==> config.mk <==
export PLATFORM = sky130hd
export DESIGN_NAME = rtc_bus_cycle_flat
export DESIGN_NICKNAME = d
export VERILOG_FILES = /design/src/rtl/rtc_bus_cycle_if.sv /design/src/rtl/rtc_bus_cycle.sv /design/src/flat_wrapper.sv
export SDC_FILE = /design/constraint.sdc
export NUM_CORES = 1
export LEC_CHECK = 0
export ABC_CLOCK_PERIOD_IN_PS = 5600
export CORE_MARGIN = 5
export CORE_UTILIZATION = 56
export CTS_CLUSTER_DIAMETER = 80
export DETAILED_ROUTE_END_ITERATION = 6
export DONT_BUFFER_PORTS = 1
export PLACE_DENSITY = 0.75
export REMOVE_ABC_BUFFERS = 1
export SLEW_MARGIN = 25
export SYNTH_ARGS = -nofsm -noshare
export SYNTH_HDL_FRONTEND = slang
export SYNTH_SLANG_ARGS = --single-unit
==> constraint.sdc <==
create_clock -name clk -period 5.6 [get_ports clk]
set_input_delay 0.84 -clock clk [delete_from_list [all_inputs] [get_ports clk]]
set_output_delay 0.84 -clock clk [all_outputs]
set_load 0.005 [all_outputs]
==> src/rtl/rtc_bus_cycle_if.sv <==
// -----------------------------------------------------------------------------
// rtc_bus_cycle_if
// Purpose : Bundles the request/response handshake from the RTC sequencing FSM
//           together with the RTC's multiplexed address/data bus pins.
// Signals :
//   req, wr_nrd, addr[7:0], wdata[7:0]   request from the sequencer
//   busy, ack, rdata[7:0], rdata_valid   status/response to the sequencer
//   cs_n, rd_n, wr_n, a_d                RTC bus control (active-low strobes)
//   ad_out[7:0], ad_oe                   AD bus drive value and output enable
//   ad_in[7:0]                           AD bus sampled value
// Modports:
//   master : sequencer/bus side (drives requests and the sampled AD value)
//   slave  : bus-cycle generator (rtc_bus_cycle)
// -----------------------------------------------------------------------------
interface rtc_bus_cycle_if;
   logic       req;
   logic       wr_nrd;
   logic [7:0] addr;
   logic [7:0] wdata;
   logic       busy;
   logic       ack;
   logic [7:0] rdata;
   logic       rdata_valid;
   logic       cs_n;
   logic       rd_n;
   logic       wr_n;
   logic       a_d;
   logic [7:0] ad_out;
   logic       ad_oe;
   logic [7:0] ad_in;

   modport master (
      output req, wr_nrd, addr, wdata, ad_in,
      input  busy, ack, rdata, rdata_valid,
      input  cs_n, rd_n, wr_n, a_d, ad_out, ad_oe
   );

   modport slave (
      input  req, wr_nrd, addr, wdata, ad_in,
      output busy, ack, rdata, rdata_valid,
      output cs_n, rd_n, wr_n, a_d, ad_out, ad_oe
   );
endinterface

==> src/rtl/rtc_bus_cycle.sv <==
// -----------------------------------------------------------------------------
// rtc_bus_cycle
// Purpose : Turns one register-access request into a full two-phase bus cycle
//           on the RTC's multiplexed AD port: an address phase (always a write
//           strobe, a_d=0) followed by a data phase (a_d=1) that either writes
//           wdata or reads the AD bus. Timing of each phase is programmable.
// Ports   :
//   clk  in  system clock, rising edge
//   clr  in  synchronous active-low reset
//   bus  slave modport of rtc_bus_cycle_if (request, response, RTC bus pins)
// Parameters (cycles, 1..255, 0 behaves as 1):
//   T_SETUP  AD/a_d stable before the strobe, per phase
//   T_PULSE  cs_n and the strobe held low, per phase
//   T_HOLD   AD/a_d held after the strobe rises, per phase
//   T_GAP    idle cycles between address hold and data setup
// -----------------------------------------------------------------------------
module rtc_bus_cycle #(
   parameter int T_SETUP = 2,
   parameter int T_PULSE = 8,
   parameter int T_HOLD  = 2,
   parameter int T_GAP   = 4
) (
   input  logic            clk,
   input  logic            clr,
   rtc_bus_cycle_if.slave  bus
);

   typedef enum logic [3:0] {
      ST_IDLE, ST_A_SETUP, ST_A_PULSE, ST_A_HOLD, ST_GAP,
      ST_D_SETUP, ST_D_PULSE, ST_D_HOLD, ST_DONE
   } state_t;

   // The counter counts down to 0, so a state lasting N cycles loads N-1.
   localparam logic [7:0] SETUP_RL = (T_SETUP > 1) ? 8'(T_SETUP - 1) : 8'd0;
   localparam logic [7:0] PULSE_RL = (T_PULSE > 1) ? 8'(T_PULSE - 1) : 8'd0;
   localparam logic [7:0] HOLD_RL  = (T_HOLD  > 1) ? 8'(T_HOLD  - 1) : 8'd0;
   localparam logic [7:0] GAP_RL   = (T_GAP   > 1) ? 8'(T_GAP   - 1) : 8'd0;

   function automatic logic [7:0] reload_for(input state_t s);
      case (s)
         ST_A_SETUP, ST_D_SETUP: reload_for = SETUP_RL;
         ST_A_PULSE, ST_D_PULSE: reload_for = PULSE_RL;
         ST_A_HOLD,  ST_D_HOLD:  reload_for = HOLD_RL;
         ST_GAP:                 reload_for = GAP_RL;
         default:                reload_for = 8'd0;
      endcase
   endfunction

   state_t     state_q, state_d;
   logic [7:0] cnt_q, cnt_d;
   logic       wr_nrd_q, wr_nrd_d;
   logic [7:0] addr_q, addr_d;
   logic [7:0] wdata_q, wdata_d;
   logic [7:0] cap_q, cap_d;

   logic       cs_n_q, cs_n_d;
   logic       rd_n_q, rd_n_d;
   logic       wr_n_q, wr_n_d;
   logic       a_d_q, a_d_d;
   logic [7:0] ad_out_q, ad_out_d;
   logic       ad_oe_q, ad_oe_d;
   logic       busy_q, busy_d;
   logic       ack_q, ack_d;
   logic [7:0] rdata_q, rdata_d;
   logic       rdata_valid_q, rdata_valid_d;

   // State register: state, counter, latches and registered outputs.
   always_ff @(posedge clk) begin
      if (!clr) begin
         state_q       <= ST_IDLE;
         cnt_q         <= 8'd0;
         wr_nrd_q      <= 1'b0;
         addr_q        <= 8'd0;
         wdata_q       <= 8'd0;
         cap_q         <= 8'd0;
         cs_n_q        <= 1'b1;
         rd_n_q        <= 1'b1;
         wr_n_q        <= 1'b1;
         a_d_q         <= 1'b0;
         ad_out_q      <= 8'd0;
         ad_oe_q       <= 1'b0;
         busy_q        <= 1'b0;
         ack_q         <= 1'b0;
         rdata_q       <= 8'd0;
         rdata_valid_q <= 1'b0;
      end else begin
         state_q       <= state_d;
         cnt_q         <= cnt_d;
         wr_nrd_q      <= wr_nrd_d;
         addr_q        <= addr_d;
         wdata_q       <= wdata_d;
         cap_q         <= cap_d;
         cs_n_q        <= cs_n_d;
         rd_n_q        <= rd_n_d;
         wr_n_q        <= wr_n_d;
         a_d_q         <= a_d_d;
         ad_out_q      <= ad_out_d;
         ad_oe_q       <= ad_oe_d;
         busy_q        <= busy_d;
         ack_q         <= ack_d;
         rdata_q       <= rdata_d;
         rdata_valid_q <= rdata_valid_d;
      end
   end

   // Next-state logic.
   always_comb begin
      state_d  = state_q;
      wr_nrd_d = wr_nrd_q;
      addr_d   = addr_q;
      wdata_d  = wdata_q;
      cap_d    = cap_q;
      case (state_q)
         ST_IDLE: begin
            if (bus.req) begin
               state_d  = ST_A_SETUP;
               wr_nrd_d = bus.wr_nrd;
               addr_d   = bus.addr;
               wdata_d  = bus.wdata;
            end
         end
         ST_A_SETUP: if (cnt_q == 8'd0) state_d = ST_A_PULSE;
         ST_A_PULSE: if (cnt_q == 8'd0) state_d = ST_A_HOLD;
         ST_A_HOLD:  if (cnt_q == 8'd0) state_d = ST_GAP;
         ST_GAP:     if (cnt_q == 8'd0) state_d = ST_D_SETUP;
         ST_D_SETUP: if (cnt_q == 8'd0) state_d = ST_D_PULSE;
         ST_D_PULSE: begin
            if (cnt_q == 8'd0) begin
               state_d = ST_D_HOLD;
               // Sample the bus on the last strobe cycle, while rd_n is still low.
               if (!wr_nrd_q) cap_d = bus.ad_in;
            end
         end
         ST_D_HOLD:  if (cnt_q == 8'd0) state_d = ST_DONE;
         ST_DONE:    state_d = ST_IDLE;
         default:    state_d = ST_IDLE;
      endcase

      // Reload on every state change so each timed state starts fresh.
      if (state_d != state_q)   cnt_d = reload_for(state_d);
      else if (cnt_q != 8'd0)   cnt_d = cnt_q - 8'd1;
      else                      cnt_d = cnt_q;
   end

   // Output logic: decoded from the state being entered, so the registered
   // outputs change on the same edge as the state.
   always_comb begin
      cs_n_d        = 1'b1;
      rd_n_d        = 1'b1;
      wr_n_d        = 1'b1;
      a_d_d         = 1'b0;
      ad_out_d      = 8'd0;
      ad_oe_d       = 1'b0;
      busy_d        = 1'b0;
      ack_d         = 1'b0;
      rdata_d       = rdata_q;
      rdata_valid_d = 1'b0;
      case (state_d)
         ST_A_SETUP, ST_A_PULSE, ST_A_HOLD: begin
            busy_d   = 1'b1;
            ad_oe_d  = 1'b1;
            ad_out_d = addr_d;
            if (state_d == ST_A_PULSE) begin
               cs_n_d = 1'b0;
               wr_n_d = 1'b0;
            end
         end
         ST_GAP: begin
            busy_d = 1'b1;
            a_d_d  = 1'b1;
         end
         ST_D_SETUP, ST_D_PULSE, ST_D_HOLD: begin
            busy_d = 1'b1;
            a_d_d  = 1'b1;
            if (wr_nrd_d) begin
               ad_oe_d  = 1'b1;
               ad_out_d = wdata_d;
            end
            if (state_d == ST_D_PULSE) begin
               cs_n_d = 1'b0;
               if (wr_nrd_d) wr_n_d = 1'b0;
               else          rd_n_d = 1'b0;
            end
         end
         ST_DONE: begin
            ack_d = 1'b1;
            if (!wr_nrd_d) begin
               rdata_d       = cap_q;
               rdata_valid_d = 1'b1;
            end
         end
         default: ;
      endcase
   end

   assign bus.cs_n        = cs_n_q;
   assign bus.rd_n        = rd_n_q;
   assign bus.wr_n        = wr_n_q;
   assign bus.a_d         = a_d_q;
   assign bus.ad_out      = ad_out_q;
   assign bus.ad_oe       = ad_oe_q;
   assign bus.busy        = busy_q;
   assign bus.ack         = ack_q;
   assign bus.rdata       = rdata_q;
   assign bus.rdata_valid = rdata_valid_q;

endmodule

==> src/flat_wrapper.sv <==
// flat-port wrapper written by rule: the top's interface ports become plain ports
module rtc_bus_cycle_flat 
#(
   parameter int T_SETUP = 2,
   parameter int T_PULSE = 8,
   parameter int T_HOLD  = 2,
   parameter int T_GAP   = 4
)
  (clk, clr, bus_req, bus_wr_nrd, bus_addr, bus_wdata, bus_ad_in, bus_busy, bus_ack, bus_rdata, bus_rdata_valid, bus_cs_n, bus_rd_n, bus_wr_n, bus_a_d, bus_ad_out, bus_ad_oe);
  rtc_bus_cycle_if bus_i ();
  input  logic clk;
  input  logic clr;
  input wire logic [$bits(bus_i.req)-1:0] bus_req;
  input wire logic [$bits(bus_i.wr_nrd)-1:0] bus_wr_nrd;
  input wire logic [$bits(bus_i.addr)-1:0] bus_addr;
  input wire logic [$bits(bus_i.wdata)-1:0] bus_wdata;
  input wire logic [$bits(bus_i.ad_in)-1:0] bus_ad_in;
  output wire logic [$bits(bus_i.busy)-1:0] bus_busy;
  output wire logic [$bits(bus_i.ack)-1:0] bus_ack;
  output wire logic [$bits(bus_i.rdata)-1:0] bus_rdata;
  output wire logic [$bits(bus_i.rdata_valid)-1:0] bus_rdata_valid;
  output wire logic [$bits(bus_i.cs_n)-1:0] bus_cs_n;
  output wire logic [$bits(bus_i.rd_n)-1:0] bus_rd_n;
  output wire logic [$bits(bus_i.wr_n)-1:0] bus_wr_n;
  output wire logic [$bits(bus_i.a_d)-1:0] bus_a_d;
  output wire logic [$bits(bus_i.ad_out)-1:0] bus_ad_out;
  output wire logic [$bits(bus_i.ad_oe)-1:0] bus_ad_oe;
  assign bus_i.req = bus_req;
  assign bus_i.wr_nrd = bus_wr_nrd;
  assign bus_i.addr = bus_addr;
  assign bus_i.wdata = bus_wdata;
  assign bus_i.ad_in = bus_ad_in;
  assign bus_busy = bus_i.busy;
  assign bus_ack = bus_i.ack;
  assign bus_rdata = bus_i.rdata;
  assign bus_rdata_valid = bus_i.rdata_valid;
  assign bus_cs_n = bus_i.cs_n;
  assign bus_rd_n = bus_i.rd_n;
  assign bus_wr_n = bus_i.wr_n;
  assign bus_a_d = bus_i.a_d;
  assign bus_ad_out = bus_i.ad_out;
  assign bus_ad_oe = bus_i.ad_oe;
  rtc_bus_cycle #(.T_SETUP(T_SETUP), .T_PULSE(T_PULSE), .T_HOLD(T_HOLD), .T_GAP(T_GAP)) u_core (.clk(clk), .clr(clr), .bus(bus_i));
endmodule
==> metrics.md, run 1 <==
| Metric | Value |
|---|---|
| CTS tree | `yes` |
| Worst-path clk slew | `70 ps` |
| RSZ-0062 raised after global routing | `no` |
| Die area | `5650 µm²` |
| Pwr dens | `488 nW/µm²` |
| PostCTS Resize Cnt | `0` |
| Final setup TNS | `0 ps` |
| Post-Syn Instances | `244` |
| H-tree levels | `3` |
| Final setup violation count | `0` |
| Final Cycle Share | `47.3%` |
| Fraction of registers with async set/reset | `0%` |
| Fmax | `378 MHz` |
| Largest net degree at the start of global routing | `36` |
| Grt total ovfl | `0` |
| Setup bufs post-CTS | `0` |
| Placed Cells | `284` |
| Ant diodes | `0` |
| Top FF cell, synth | `dfxtp_1` |
| Min-delay src | `u_core.cap_q[2]$_SDFFE_PN0P_` |
| Layout cells sized above 1 | `9.20%` |
| Max VDD drop | `0.230 mV` |
| Initial antenna violation count | `0` |
| Syn avg cell area | `9.74 µm²` |
| Slowest CP cell | `and2_1` |
| Register area share after synthesis | `51.4%` |
| Final ANT Viol Nets | `0` |
| Post-CTS Hold Fix Bufs | `0` |
| Post-Route WL | `4560 µm` |
| CTS root buf | `clkbuf_8` |
| Synth cell types | `40` |
| Least-Margin Pin Slew | `994 ps` |
| WP data arrival | `2870 ps` |
| Final hold slack | `490 ps` |
| Clk_lat worst skew | `330 ps` |
| Mapped cell area | `2380 µm²` |
| Fin worst setup slack | `2950 ps` |
| DRT iter0 DRCs | `194` |
| Yosys warnings | `0` |
| Max Cap Viol | `0` |
| First-pass GRT wire length | `7490 µm` |
| Kind of critical path | `reg2reg` |
| Post-synth EDFFs | `0` |
| Crit end category | `flip-flop` |
| Layout Skew | `8.89 ps` |
| R2R depth | `5` |
| Max-slew headroom | `33.7%` |
| Reg-to-Reg Start | `u_core.state_q[0]$_SDFF_PN0_` |
| Hold depth | `2` |
| Fillers | `339` |
| Fin. Hold Viols | `0` |
| Starting Density | `58.6%` |
| Die height | `75.2 µm` |
| Die X-Extent | `75.2 µm` |
| Final-stage net count | `274` |
| CP startpoint kind | `flip-flop` |
| Via count | `1677` |
| Routability Congestion | `0.912` |
| Vias in the first global route | `1586` |
| Leakage Power | `1.03 nW` |
| Core Rows | `23` |
| Max Root-Sink Buffers | `2` |
| Io pins | `52` |
| Drt wl/cell | `15.2 µm` |
| Yosys reg bits | `61` |
| Worst setup startpoint | `u_core.state_q[0]$_SDFF_PN0_` |
| First drt pass iteration count | `4` |
| Clk sinks | `61` |
| DP HPWL | `3220 µm` |
| Multi-input gate area | `1080 µm²` |
| Worst EP required | `5830 ps` |
| Dpl ws | `2640 ps` |
| Outcome | `finished clean` |
| Crit path time final | `2650 ps` |
| Number of port buffers | `0` |
| Critical Path, Cell by Cell | `nor4b_1, and2_1, mux2i_1, o22ai_1, and2_1` |
| Crit path max fanout | `18` |
| Clock buffer count from CTS | `9` |
| GRT Overall Usage | `17.9%` |
| Total area of sequential cells | `1220 µm²` |
| Slew Limit Fails | `0` |
| Area growth syn-to-layout | `8.00%` |
| Slowest stage delay, CP | `870 ps` |
| Core ar. | `4060 µm²` |
| Hold crit path type | `reg2reg` |
| # DRC | `0` |
| Most common cell on crit path | `and2_1` |
| Via-per-instance ratio | `5.59` |
| Post-Layout Cell Count | `300` |
## flip-flops by register name (all words and copies together) (netlist names), 4 cells and up
signal             flops
u_core.addr_q          8
u_core.state_q         4
u_core.cap_q           8
u_core.bus.ad_out      8
u_core.bus.rdata       8
u_core.cnt_q           8
u_core.wdata_q         8
## where the power goes
group / leakage, nW / internal (W) / switching [W]
logic: 0.445 / 0.000152 / 0.000207
registers: 0.497 / 0.000497 / 0.0000556
clock network: 0.0921 / 0.000182 / 0.000158
## cell families (layout without fill, tap and decap cells)
| logic type | Yosys count | after routing | share of synthesized area (%) |
|---|---|---|---|
| AOI/OAI and AO/OA | 27 | 27 | 7.89 |
| xor gates and xnor gates | 6 | 6 | 2.21 |
| adders and majority gates | 1 | 1 | 0.526 |
| buffers and inverters | 17 | 23 | 3.37 |
| DFF | 61 | 61 | 51.4 |
| muxes | 34 | 34 | 14.4 |
| and+or+nand+nor | 98 | 98 | 20.3 |
## cell usage in the layout (no fill, tap or decap), types with 2 or more instances in the layout
cell      count
nand3_1       5
o21a_1        2
dfxtp_1      61
nand2_1      12
and2_1       11
nor4_1        2
o21ai_0       3
nor2_1       51
clkbuf_8     11
or2_2         2
clkinv_2      3
xor2_1        4
o22ai_1       8
nor3_1        5
or3_1         3
inv_1         5
mux2i_1      33
a21oi_1       5
xnor2_1       2
## routing by layer
| layer | share of wire, % | track usage [%] |
|---|---|---|
| met2 | 46 | 26.3 |
| met4 | 1.9 | 8.93 |
| met1 | 44 | 22.1 |
| met3 | 7.6 | 8.28 |
| met5 | 0 | 0 |
## cells in the mapped netlist, types with 2 or more instances
cell type,n,share of area [%]
nand3_1,5,1.1
clkbuf_1,7,1.1
xor2_1,4,1.5
and2_1,11,2.9
o21a_1,2,0.63
nor3_1,5,1.1
buf_4,2,0.63
or2_2,2,0.53
mux2i_1,33,14
or3_1,3,0.79
nor4_1,2,0.53
nand2_1,12,1.9
dfxtp_1,61,51
xnor2_1,2,0.74
o22ai_1,8,2.1
a21oi_1,5,1.1
o21ai_0,3,0.63
inv_1,5,0.79
nor2_1,51,8.1
## metrics by stage
stage	util, %	total power (W)	area (µm²)
6_report	63.3	0.00125	2570
5_1_grt	63.3	0.00134	2570
4_1_cts	63.3	0.00126	2570
3_5_place_dp	58.9	0.000919	2390
3_3_place_gp	58.9	0.000917	2390
2_1_floorplan	-	0.000844	2320
## worst max-delay path: cells and delay by family (launching register included)
kind             cells  cell delay, ps
flip-flops           1             430
multiplexers         1             340
AO/OA/AOI/OAI        1             130
AND/OR/NAND/NOR      3            1630
## path summary, 6_finish.rpt
| path | endpoint | slack [ps] |
|---|---|---|
| max | u_core.bus.ad_out[1]$_SDFF_PN0_ | 2950 |
| min | u_core.bus.rdata[2]$_SDFFE_PN0P_ | 490 |
| max reg2reg | u_core.bus.ad_out[1]$_SDFF_PN0_ | 2950 |
| min reg2reg | u_core.bus.rdata[2]$_SDFFE_PN0P_ | 490 |
## cell type report
type                            count  area share, %
Inverter                            6          0.877
Timing Repair Buffer                1          0.292
Clock buffer                       12           6.04
Multi-Input combinational cell    166           41.9
Tap cell                           50           2.44
Sequential cell                    61           47.6
Clock inverter                      4          0.877
No activity file was read; power rests on OpenSTA's default activity.
==> run 2: changes to the inputs <==
--- a/config.mk
+++ b/config.mk
@@ -5,13 +5,13 @@
 export SDC_FILE = /design/constraint.sdc
 export NUM_CORES = 1
 export LEC_CHECK = 0
-export ABC_CLOCK_PERIOD_IN_PS = 5600
+export ABC_CLOCK_PERIOD_IN_PS = 2200
 export CORE_MARGIN = 5
-export CORE_UTILIZATION = 56
+export CORE_UTILIZATION = 55
 export CTS_CLUSTER_DIAMETER = 80
 export DETAILED_ROUTE_END_ITERATION = 6
 export DONT_BUFFER_PORTS = 1
-export PLACE_DENSITY = 0.75
+export PLACE_DENSITY = 0.77
 export REMOVE_ABC_BUFFERS = 1
 export SLEW_MARGIN = 25
 export SYNTH_ARGS = -nofsm -noshare
==> constraint.sdc (replaced) <==
create_clock -name clk -period 2.2 [get_ports clk]
set_input_delay 0.33 -clock clk [delete_from_list [all_inputs] [get_ports clk]]
set_output_delay 0.33 -clock clk [all_outputs]
set_load 0.005 [all_outputs]
==> run 2 against run 1 <==
Net effect: combinational power grew to 3.4 times the previous value; via count rose by 7.8%; routed wire length is 15% higher; worst setup slack lost 2900 ps; die area increased by 1.6%.
==> metrics.md, run 2 (same netlist as run 1, synthesis figures left out) <==
| Metric | Value |
|---|---|
| Outcome | `finished clean` |
| Total area of sequential cells | `1220 µm²` |
| Worst Hold Endpoint | `u_core.cap_q[3]$_SDFFE_PN0P_` |
| DRT iter0 DRCs | `176` |
| Max Cap Viol | `0` |
| Vias in the first global route | `1725` |
| Multi-input gate area | `1120 µm²` |
| Design Power | `0.00360 W` |
| R2R depth | `9` |
| Number of port buffers | `0` |
| Ant diodes | `0` |
| Final ANT Viol Nets | `0` |
| Core ar. | `4260 µm²` |
| Kind of critical path | `reg2reg` |
| Fmax | `457 MHz` |
| CTS tree | `yes` |
| CTS root buf | `clkbuf_8` |
| R2r setup slk | `10 ps` |
| Final-stage net count | `293` |
| Core Rows | `24` |
| Clock buffer count from CTS | `9` |
| Clk_lat worst skew | `340 ps` |
| Hold crit path type | `in2reg` |
| Clk sinks | `61` |
| Final hold slack | `149 ps` |
| Worst-path clk slew | `70 ps` |
| Least-Margin Pin Slew | `715 ps` |
| Worst EP required | `2430 ps` |
| Max Root-Sink Buffers | `2` |
| Crit path time final | `2190 ps` |
| Via count | `1808` |
| Largest net degree at the start of global routing | `25` |
| Final Cycle Share | `99.5%` |
| H-tree levels | `3` |
| Initial antenna violation count | `0` |
| Commonest non-fill, non-tap cells in the layout | `dfxtp_1 (59), nor2_1 (51), mux2i_1 (33)` |
| Drt wl/cell | `16.3 µm` |
| Crit end category | `flip-flop` |
| RSZ-0062 raised after global routing | `yes` |
| Layout Skew | `6.00 ps` |
| Layout cells sized above 1 | `19.7%` |
| Die height | `75.7 µm` |
| Fillers | `341` |
| Crit path max fanout | `5` |
| Commonest non-fill, non-tap cell in the layout | `dfxtp_1` |
| Reg-to-Reg Start | `u_core.cnt_q[0]$_SDFFE_PN0P_` |
| Final setup TNS | `0 ps` |
| Die area | `5740 µm²` |
| GRT Overall Usage | `19.3%` |
| # DRC | `0` |
| Min-delay src | `bus_ad_in[3]` |
| Post-Layout Inst Area | `2800 µm²` |
| Fin. Hold Viols | `0` |
| Pwr dens | `1280 nW/µm²` |
| First-pass GRT wire length | `8270 µm` |
| Hold depth | `2` |
| Terminus of the critical flop-to-flop path | `u_core.bus.ad_out[5]$_SDFF_PN0_` |
| Io pins | `52` |
| Die X-Extent | `75.7 µm` |
| Max-slew headroom | `52.3%` |
| WP data arrival | `2420 ps` |
| Slew Limit Fails | `0` |
| Placement Cell Area | `2550 µm²` |
| Leakage Power | `1.16 nW` |
| First drt pass iteration count | `4` |
| Via-per-instance ratio | `5.63` |
| Post-Route WL | `5240 µm` |
| Grt total ovfl | `0` |
| Final core occ | `65.7%` |
| Routability Congestion | `0.919` |
| Setup bufs post-CTS | `0` |
| CP startpoint kind | `flip-flop` |
| Area growth syn-to-layout | `17.8%` |
| Max VDD drop | `0.604 mV` |
| Final setup violation count | `0` |
| DP HPWL | `3680 µm` |
| Starting Density | `55.8%` |
[run 2: power by group]
| part | total (W) | internal, W | switching (W) |
|---|---|---|---|
| logic | 0.00123 | 0.000574 | 0.000656 |
| clock network | 0.000994 | 0.000551 | 0.000443 |
| registers | 0.00137 | 0.00127 | 0.000105 |
[run 2: how the worst max path moves through the flow]
stage | start | end | slack [ps] | depth (start not counted)
finish | u_core.cnt_q[0]$_SDFFE_PN0P_ | u_core.bus.ad_out[5]$_SDFF_PN0_ | 10 | 9
global route | u_core.cnt_q[0]$_SDFFE_PN0P_ | u_core.bus.ad_out[5]$_SDFF_PN0_ | -70 | 9
CTS | u_core.cnt_q[1]$_SDFFE_PN0P_ | u_core.bus.rdata[0]$_SDFFE_PN0P_ | 6 | 8
detailed placement | u_core.cnt_q[1]$_SDFFE_PN0P_ | u_core.bus.rdata[6]$_SDFFE_PN0P_ | -10 | 8
global placement | u_core.cnt_q[1]$_SDFFE_PN0P_ | u_core.bus.rdata[1]$_SDFFE_PN0P_ | 50 | 8
floorplan | u_core.cnt_q[0]$_SDFFE_PN0P_ | u_core.bus.rdata[0]$_SDFFE_PN0P_ | -50 | 7
[run 2: through the flow]
stage | instances | setup slack [ps]
6_report | 321 | 12.0
5_1_grt | 321 | -71.5
4_1_cts | 321 | 5.76
3_5_place_dp | 305 | -14.3
3_3_place_gp | 305 | 48.7
2_1_floorplan | 233 | -53.9
[run 2: area by class of cell]
class | count | share of cell area [%]
inverters | 6 | 0.804
well taps | 52 | 2.32
multi-input cells | 166 | 39.8
clock buffers | 10 | 4.91
flip-flops and latches | 61 | 43.7
repair buffers | 20 | 6.21
clock inverters | 6 | 2.23
[run 2: worst max-delay path, cell delays in order (launching register included)]
cell      delay (ps)
dfxtp_2          320
inv_2             70
ha_4             130
or4b_4           460
buf_6            130
o31a_1           310
o211ai_2         240
buf_6            160
o22ai_1           80
and2_1           180
[run 2: layer usage]
layer,GRT usage [%],share of wire (%),vias to the layer above
met2,30.0,49,60
met5,0,0,-
li1,-,-,883
met4,7.57,1.3,0
met1,23.6,41,858
met3,8.18,9.0,7
[run 2: repair_timing]
action / CTS / global route
endpoints found under the setup margin: 8 / 20
gates resized for setup: 3 / 11
hold buffers: 0 / 0
pin swaps: 0 / 10
gates cloned: 0 / 1
hold endpoints to repair: 0 / 0
==> run 3: changes to the inputs <==
--- a/config.mk
+++ b/config.mk
@@ -13,6 +13,7 @@
 export DONT_BUFFER_PORTS = 1
 export PLACE_DENSITY = 0.77
 export REMOVE_ABC_BUFFERS = 1
+export SETUP_SLACK_MARGIN = 0.4
 export SLEW_MARGIN = 25
 export SYNTH_ARGS = -nofsm -noshare
 export SYNTH_HDL_FRONTEND = slang
==> run 3 against run 2 <==
Net effect: first-iteration DRC count grew 12%; clock skew shrank 0.76 ps; via count grew 5.7%; global-route usage grew 1.0 points; routed wire length grew 11%; cell count grew 2.8%; count of clock-buffer cells in the layout is the same; worst hold slack lost 2.7 ps; sequential share of layout area shrank 3.5 points; core utilization grew 5.7 points; critical path type unchanged.
==> metrics.md, run 3 (same netlist as run 1, synthesis figures left out) <==
| Metric | Value |
|---|---|
| Final Cycle Share | `98.3%` |
| Largest net degree at the start of global routing | `25` |
| Final-stage net count | `302` |
| Final ANT Viol Nets | `0` |
| CP startpoint kind | `flip-flop` |
| Via count | `1911` |
| Die X-Extent | `75.7 µm` |
| Grt total ovfl | `0` |
| GRT Overall Usage | `20.3%` |
| Vias in the first global route | `1749` |
| Slew Limit Fails | `0` |
| DRT iter0 DRCs | `197` |
| Placed Cells | `305` |
| Routability Congestion | `0.919` |
| Final hold slack | `147 ps` |
| Hold depth | `2` |
| Crit end category | `flip-flop` |
| Reg-to-Reg Start | `u_core.cnt_q[0]$_SDFFE_PN0P_` |
| Hold crit path type | `in2reg` |
| Io pins | `52` |
| Final setup violation count | `0` |
| Final core occ | `71.4%` |
| Number of port buffers | `0` |
| Kind of critical path | `reg2reg` |
| Ant diodes | `0` |
| Leakage Power | `1.24 nW` |
| Die area | `5740 µm²` |
| RSZ-0062 raised after global routing | `yes` |
| H-tree levels | `3` |
| WP data arrival | `2390 ps` |
| First-pass GRT wire length | `8610 µm` |
| Area growth syn-to-layout | `28.1%` |
| Min-delay src | `bus_wr_nrd` |
| Least-Margin Pin Slew | `697 ps` |
| DP HPWL | `3680 µm` |
| Die height | `75.7 µm` |
| Post-Route WL | `5800 µm` |
| Post-Layout Cell Count | `330` |
| Via-per-instance ratio | `5.79` |
| CTS root buf | `clkbuf_8` |
| R2r setup slk | `40 ps` |
| Dpl ws | `-14.3 ps` |
| Crit path max fanout | `9` |
| Worst EP required | `2430 ps` |
| Worst setup startpoint | `u_core.cnt_q[0]$_SDFFE_PN0P_` |
| Max Cap Viol | `0` |
| Drt wl/cell | `17.6 µm` |
| Core Rows | `24` |
| Clock buffer count from CTS | `9` |
| Post-Layout Inst Area | `3040 µm²` |
| Fin. Hold Viols | `0` |
| Clk sinks | `61` |
| Layout cells sized above 1 | `31.3%` |
| Terminus of the critical flop-to-flop path | `u_core.bus.ad_out[4]$_SDFF_PN0_` |
| First drt pass iteration count | `4` |
| Crit path time final | `2160 ps` |
| Fin worst setup slack | `36.6 ps` |
| Core ar. | `4260 µm²` |
| Fmax | `462 MHz` |
| Clk_lat worst skew | `340 ps` |
| R2R depth | `8` |
| Starting Density | `55.8%` |
| # DRC | `0` |
| Pwr dens | `1290 nW/µm²` |
| Initial antenna violation count | `0` |
| Commonest non-fill, non-tap cell in the layout | `dfxtp_1` |
| Max VDD drop | `0.618 mV` |
| Worst Hold Endpoint | `u_core.bus.rd_n$_SDFF_PN1_` |
| Max Root-Sink Buffers | `2` |
| Commonest non-fill, non-tap cells in the layout | `dfxtp_1 (59), nor2_1 (51), mux2i_1 (28)` |
| CTS tree | `yes` |
| Placement Cell Area | `2550 µm²` |
| Max-slew headroom | `53.4%` |
| Layout Skew | `5.24 ps` |
| Worst-path clk slew | `70 ps` |
| Outcome | `finished clean` |
run 3: changes by cell type in the layout (fill, tap and decap cells not counted), sizes merged:
cell  previous run  this run
buf             20        29
run 3: worst max path at each step:
stage | to | slack (ps) | depth (start not counted)
detailed placement | u_core.bus.rdata[6]$_SDFFE_PN0P_ | -10 | 8
global route | u_core.bus.rdata[6]$_SDFFE_PN0P_ | -30 | 8
global placement | u_core.bus.rdata[1]$_SDFFE_PN0P_ | 50 | 8
CTS | u_core.bus.rdata[0]$_SDFFE_PN0P_ | 60 | 8
floorplan | u_core.bus.rdata[0]$_SDFFE_PN0P_ | -50 | 7
finish | u_core.bus.ad_out[4]$_SDFF_PN0_ | 40 | 8
run 3: power breakdown:
part	total, W	switching [W]	internal (W)	leakage [nW]
sequential	0.00138	0.000114	0.00127	0.497
clock	0.000991	0.000440	0.000551	0.106
combinational	0.00156	0.000796	0.000762	0.638
total	0.00393	0.00135	0.00258	1.24
run 3: routing by layer:
layer	up-vias	GRT usage [%]	wire length [µm]
met1	923	25.6	2390
met3	7	7.78	497
li1	903	-	-
met4	0	7.18	72
met5	-	0	0
met2	78	31.7	2840
run 3: timing repair:
action,CTS,global route
setup endpoints to repair,38,55
gates cloned,1,0
resized for setup,23,30
pin swaps,6,16
hold buffers,0,0
buffers inserted,4,4
run 3: through the flow:
step	total power [W]	setup TNS (ps)
6_report	0.00393	0
5_1_grt	0.00414	-105
4_1_cts	0.00368	0
3_5_place_dp	0.00256	-71.5
3_3_place_gp	0.00252	0
2_1_floorplan	0.00215	-711
run 3: critical path: stages, from the launching register on:
cell	delay, ps
dfxtp_2	320
inv_2	70
ha_4	130
or4b_4	460
or3_4	350
buf_4	160
o311ai_4	200
o22ai_2	170
and2_1	190
run 3: cell type report:
class                      instances  area [µm²]
tap                               52        65.1
clock buffer                      10         138
inverter                           6        22.5
sequential                        61        1220
fill                             294        1220
multi-input combinational        166        1260
clock inverter                     6        62.6
timing repair buffer              29         268
